`config.mk`:
```
export PLATFORM = sky130hd
export DESIGN_NAME = program_loader
export DESIGN_NICKNAME = d
export VERILOG_FILES = /design/src/rtl/program_loader.sv
export SDC_FILE = /design/constraint.sdc
export NUM_CORES = 1
export LEC_CHECK = 0
export ABC_AREA = 1
export CAP_MARGIN = 10
export CORE_MARGIN = 2
export CORE_UTILIZATION = 35
export DETAILED_ROUTE_END_ITERATION = 16
export HOLD_SLACK_MARGIN = 0.1
export PLACE_DENSITY = 0.65
export SKIP_CTS_REPAIR_TIMING = 1
export SYNTH_ARGS = -nofsm -noshare
export SYNTH_HDL_FRONTEND = slang
export SYNTH_SLANG_ARGS = --single-unit
```
`constraint.sdc`:
```
create_clock -name clk -period 3.9 [get_ports clk]
set_clock_uncertainty 0.2 [all_clocks]
set_input_delay 0.585 -clock clk [delete_from_list [all_inputs] [get_ports clk]]
set_output_delay 0.585 -clock clk [all_outputs]
set_load 0.02 [all_outputs]
```
`src/rtl/program_loader.sv`:
```
// program_loader
//
// Initiator side of the core's program-load handshake. A load session is
// opened with `start` + `word_count`. Bytes then arrive on a valid/ready
// stream and are packed little-endian into 32-bit words. Each word is written
// to instruction memory at byte address word_idx*4. Once every word is
// written, `prog_ready` is raised and held until the core returns `prog_ack`.
//
// Ports
//   clk          rising-edge clock
//   arst_n       synchronous active-low reset
//   start        one-cycle request to open a session (ignored while busy)
//   word_count   number of words to load, sampled with an accepted start
//   rx_data      stream byte
//   rx_valid     rx_data is valid
//   rx_ready     loader accepts a byte this cycle
//   mem_w_en     instruction-memory write strobe
//   mem_wr_addr  byte address of the write
//   mem_data_in  word to write (holds its value between writes)
//   prog_ready   program loaded, core may start fetching
//   prog_ack     core has seen prog_ready (used only while handing off)
//   busy         session in progress
//   done         one-cycle pulse at session end
//   error        one-cycle pulse when word_count exceeds memory capacity
//
// Stream handshake: a byte transfers on every rising edge where
// rx_valid && rx_ready. rx_ready is registered and does not depend on
// rx_valid. A source with rx_valid=1 must hold rx_data stable until the
// transfer happens.

module program_loader #(
    parameter int DATA_WIDTH = 32,
    parameter int BYTE_WIDTH = 8,
    parameter int ADDR_WIDTH = 32,
    parameter int MEM_DEPTH  = 1024,
    parameter int LEN_WIDTH  = 16
) (
    input  logic                  clk,
    input  logic                  arst_n,
    input  logic                  start,
    input  logic [LEN_WIDTH-1:0]  word_count,
    input  logic [BYTE_WIDTH-1:0] rx_data,
    input  logic                  rx_valid,
    output logic                  rx_ready,
    output logic                  mem_w_en,
    output logic [ADDR_WIDTH-1:0] mem_wr_addr,
    output logic [DATA_WIDTH-1:0] mem_data_in,
    output logic                  prog_ready,
    input  logic                  prog_ack,
    output logic                  busy,
    output logic                  done,
    output logic                  error
);

    localparam logic [LEN_WIDTH-1:0] WORD_CAP = LEN_WIDTH'(MEM_DEPTH / 4);

    typedef enum logic [2:0] {
        S_IDLE,
        S_RECV,
        S_WRITE,
        S_HANDOFF,
        S_DONE
    } state_t;

    state_t                          state;
    logic [LEN_WIDTH-1:0]            count_q;
    logic [LEN_WIDTH-1:0]            word_idx;
    logic [1:0]                      byte_idx;
    // Only lanes 0..2 are buffered; lane 3 goes straight into mem_data_in.
    logic [DATA_WIDTH-BYTE_WIDTH-1:0] word_buf;

    always_ff @(posedge clk) begin
        if (!arst_n) begin
            state       <= S_IDLE;
            count_q     <= '0;
            word_idx    <= '0;
            byte_idx    <= '0;
            word_buf    <= '0;
            rx_ready    <= 1'b0;
            mem_w_en    <= 1'b0;
            mem_wr_addr <= '0;
            mem_data_in <= '0;
            prog_ready  <= 1'b0;
            busy        <= 1'b0;
            done        <= 1'b0;
            error       <= 1'b0;
        end else begin
            // Pulse outputs default low every cycle.
            mem_w_en <= 1'b0;
            done     <= 1'b0;
            error    <= 1'b0;

            case (state)
                S_IDLE: begin
                    if (start) begin
                        if (word_count > WORD_CAP) begin
                            error <= 1'b1;
                        end else begin
                            count_q  <= word_count;
                            word_idx <= '0;
                            byte_idx <= '0;
                            busy     <= 1'b1;
                            if (word_count == '0) begin
                                prog_ready <= 1'b1;
                                state      <= S_HANDOFF;
                            end else begin
                                rx_ready <= 1'b1;
                                state    <= S_RECV;
                            end
                        end
                    end
                end

                S_RECV: begin
                    if (rx_valid && rx_ready) begin
                        byte_idx <= byte_idx + 2'd1;
                        case (byte_idx)
                            2'd0: word_buf[BYTE_WIDTH-1:0]              <= rx_data;
                            2'd1: word_buf[2*BYTE_WIDTH-1:BYTE_WIDTH]   <= rx_data;
                            2'd2: word_buf[3*BYTE_WIDTH-1:2*BYTE_WIDTH] <= rx_data;
                            default: begin
                                // Last lane: present the write in the next
                                // cycle and stop accepting until it is done.
                                mem_data_in <= {rx_data, word_buf};
                                mem_wr_addr <= ADDR_WIDTH'({word_idx, 2'b00});
                                mem_w_en    <= 1'b1;
                                rx_ready    <= 1'b0;
                                state       <= S_WRITE;
                            end
                        endcase
                    end
                end

                S_WRITE: begin
                    word_idx <= word_idx + 1'b1;
                    if (word_idx + 1'b1 == count_q) begin
                        prog_ready <= 1'b1;
                        state      <= S_HANDOFF;
                    end else begin
                        rx_ready <= 1'b1;
                        state    <= S_RECV;
                    end
                end

                S_HANDOFF: begin
                    if (prog_ack) begin
                        prog_ready <= 1'b0;
                        done       <= 1'b1;
                        state      <= S_DONE;
                    end
                end

                S_DONE: begin
                    busy  <= 1'b0;
                    state <= S_IDLE;
                end

                default: begin
                    state <= S_IDLE;
                end
            endcase
        end
    end

endmodule

```
==> run_results.csv <==
group,metric,value,unit
synth,ys_async_sr_fraction,0,%
die,num_rows,44,
setup_path,cp_slowest_cell,"sky130_fd_sc_hd__clkdlybuf4s50_1",
min_path,hold-path-cell-count,2,
sta,final_report_setup_violation_count,0,
die,fp.coreArea,14420,µm²
place,routabilityCongestion,0.8664,
global_routing,grt_antenna_before_repair,0,
global_routing,global_route.overflow_total,0,
clock_tree,path_clk_slew,50,ps
synth,synth_top_cells_by_count,"sky130_fd_sc_hd__nand2_1 (126), sky130_fd_sc_hd__dfxtp_1 (115), sky130_fd_sc_hd__nor2_1 (95)",
clock_tree,max-clock-path-buffers,2,
detailed_routing,drt_iter0_markers,279,
clock_tree,numClockSinks,115,
pwr,vdd_drop_max,0.2929,mV
synth,yosys.area.top_type_share,45.04,%
sta,min_period,2519,ps
global_routing,gr-usage-all-layers,16.69,%
clock_tree,ctsHtreeMaxLevel,4,
die,die_y,124.8,µm
synth,dominantRegCellSynth,"sky130_fd_sc_hd__dfxtp_1",
synth,yosys.cell_count.top_type,"sky130_fd_sc_hd__nand2_1",
setup_path,worst_r2r_startpoint,"state[0]$_SDFFE_PN0P_",
place,io_buffer_count,82,
finish,antenna_cells,0,
synth,yosysWarnings,0,
finish,areaGrowthSynthToFinish,27.74,%
sta,slew_at_the_pin_closest_to_its_max_slew_limit,1161,ps
pwr,p_leak,2.613,nW
setup_path,max_stage_delay,390,ps
sta,rsz0062_at_grt,"false",
synth,synthesis.instances,710,
clock_tree,clock-root-buffer,"sky130_fd_sc_hd__clkbuf_16",
sta,timing.fmax,397.0,MHz
synth,netlist-cell-type-count,31,
synth,yosys.area.top_type,"sky130_fd_sc_hd__dfxtp_1",
sta,final_min_period_over_clock_period,64.59,%
setup_path,arrival,2570,ps
detailed_routing,drc,0,
synth,synth.ff_latch_count,115,
sta,final.hold.worst_slack,252.1,ps
detailed_routing,drt_pre_antenna_iters,5,
die,die-area,15590,µm²
min_path,hold_end,"word_buf[15]$_SDFFE_PN0P_",
global_routing,grt_pass1_wl,20930,µm
setup_path,rr_endpoint,"mem_data_in[2]$_SDFFE_PN0P_",
setup_path,end_kind,"flip-flop",
detailed_routing,post_drt_wl_per_cell,12.70,µm
detailed_routing,drt.antenna.violating_nets,0,
finish,finalInstanceArea,6529,µm²
detailed_routing,vias,4634,
global_routing,largest_net_degree_at_the_start_of_global_routing,83,
setup_path,timing.reg2reg.worst_path_depth,9,
setup_path,crit_chain,"clkdlybuf4s50_1 > or2_1 > nor3_1 > nand2_1 > nand2_1 > nand3_2 > nand2_1 > inv_1 > nand2_1 > a21oi_1",
synth,synth-edff-count,0,
pwr,cellPowerDensity,430.0,nW/µm²
finish,postLayoutCoreUtil,45.26,%
synth,netlist_area,5111,µm²
setup_path,timing.setup.critical_path_class,"input port to flip-flop",
sta,timing.final.hold_violations,0,
setup_path,required,3950,ps
min_path,min-delay-path-class,"flip-flop to flip-flop",
run_status,run_status,"complete, no violations",
sta,timing.slew.headroom,22.51,%
setup_path,number_of_buffers_and_inverters_on_the_critical_path,2,
synth,yosys-top-cells-area,"sky130_fd_sc_hd__dfxtp_1 (45%), sky130_fd_sc_hd__nand2_1 (9.3%), sky130_fd_sc_hd__o21ai_0 (8.1%)",
run,max_cap_viol_count,0,
synth,synth.avg_cell_area,7.199,µm²
die,start_util,35.44,%
finish,final_layout_size_suffix_gt1_share,7.769,%
finish,final_net_count,819,
clock_tree,clock_network_latency_to_the_later_pin_of_the_worst_skew_pair,410,ps
setup_path,timing.critical_path.fanout_max,15,
pwr,finalPower,0.002807,W
setup_path,timing.critical_path.mode_cell,"sky130_fd_sc_hd__nand2_1",
die,floorplan.die.width,124.8,µm
global_routing,first_global_vias,4245,
sta,drv_slew,0,
detailed_routing,vias_per_cell,4.719,
place,post-dp-hpwl,8581,µm
setup_path,regToRegSetupSlack,1530,ps
clock_tree,clock_tree_from_tritoncts,"built",
setup_path,start_kind,"input port",
detailed_routing,post_detailed_routing_wire_length,12470,µm
synth,synth_seq_area_share,45.04,%
sta,fin_tns_setup,0,ps
min_path,hold_start,"word_buf[15]$_SDFFE_PN0P_",
place,total_cell_area_at_the_placement_stage,5981,µm²
die,io-pin-count,99,
finish,fillers,1457,
clock_tree,tritoncts.num_buffers,17,
setup_path,timing.critical_path.max_delay_family,"simple AND/OR/NAND/NOR gates",
routing by layer:
metal,GRT usage (%),part of all wire (%),up-vias,wire (µm)
met1,22.36,49,2096,6154
li1,-,-,2428,-
met3,4.596,4.0,15,497
met2,25.97,46,95,5681
met5,0,0,-,0
met4,5.686,1.1,0,140
kinds of logic after synthesis:
family                     synth area share, %
AOI/OAI and AO/OA                        15.45
xor gates and xnor gates                0.3428
adders and majority gates                1.224
and+or+nand+nor                          27.81
other                                  0.07337
DFF                                      45.04
buffers and inverters                    10.06
power breakdown:
part	switching [W]	internal, W
sequential	0.0000103	0.00119
combinational	0.000108	0.0000645
clock	0.000533	0.000905
total	0.000651	0.00216
worst max-delay path by stage:
stage,end,depth (start not counted),from,slack [ps]
global placement,count_q[8]$_SDFFE_PN0P_,9,word_count[10],1030
CTS,word_idx[4]$_SDFFE_PN0P_,10,word_count[10],1400
finish,word_idx[4]$_SDFFE_PN0P_,10,word_count[10],1380
detailed placement,word_idx[12]$_SDFFE_PN0P_,10,word_count[10],980
floorplan,word_idx[11]$_SDFFE_PN0P_,10,word_count[10],1830
global route,word_idx[3]$_SDFFE_PN0P_,10,word_count[10],1130
tightest hold or removal path, stage by stage, from the launching register on:
cell and delay [ps]:
sky130_fd_sc_hd__dfxtp_1 290, sky130_fd_sc_hd__inv_1 60, sky130_fd_sc_hd__a21oi_1 50
stage by stage:
stage	instances	worst slack, ps
finish	982	1381
CTS	982	1399
global placement	950	1029
floorplan	725	1826
global route	982	1135
detailed placement	950	975.2
flip-flops by register name, summed over array words and instances, names as in the netlist, 2 cells and up:
register	flops
byte_idx	2
count_q	16
mem_data_in	32
mem_wr_addr	16
state	3
word_buf	24
word_idx	16
cell type report:
cell class | count | area, µm² | share of cell area [%]
Multi-Input combinational cell | 497 | 2351 | 36.01
Sequential cell | 115 | 2302 | 35.26
Inverter | 69 | 259.0 | 3.967
Timing Repair Buffer | 85 | 838.3 | 12.84
Clock inverter | 9 | 80.08 | 1.227
Clock buffer | 23 | 467.9 | 7.168
Tap cell | 184 | 230.2 | 3.526
cell usage in the layout, fill, tap and decap left out, types with 2 or more instances in the layout:
master	instances
sky130_fd_sc_hd__nor3_1	10
sky130_fd_sc_hd__nor2_1	95
sky130_fd_sc_hd__clkdlybuf4s50_1	81
sky130_fd_sc_hd__nor2_2	7
sky130_fd_sc_hd__nor3b_1	2
sky130_fd_sc_hd__clkbuf_16	17
sky130_fd_sc_hd__nand2_1	126
sky130_fd_sc_hd__conb_1	16
sky130_fd_sc_hd__clkinv_2	5
sky130_fd_sc_hd__clkbuf_8	2
sky130_fd_sc_hd__o21ai_0	83
sky130_fd_sc_hd__dfxtp_1	115
sky130_fd_sc_hd__inv_2	5
sky130_fd_sc_hd__nand3b_1	3
sky130_fd_sc_hd__nand3_2	3
sky130_fd_sc_hd__inv_1	63
sky130_fd_sc_hd__buf_4	3
sky130_fd_sc_hd__ha_1	5
sky130_fd_sc_hd__nand2_2	7
sky130_fd_sc_hd__a21oi_1	67
sky130_fd_sc_hd__clkbuf_1	4
sky130_fd_sc_hd__nand4_1	7
sky130_fd_sc_hd__nand3_1	49
sky130_fd_sc_hd__a211oi_1	3
sky130_fd_sc_hd__nor2_4	7
No activity file was read; power rests on OpenSTA's default activity.
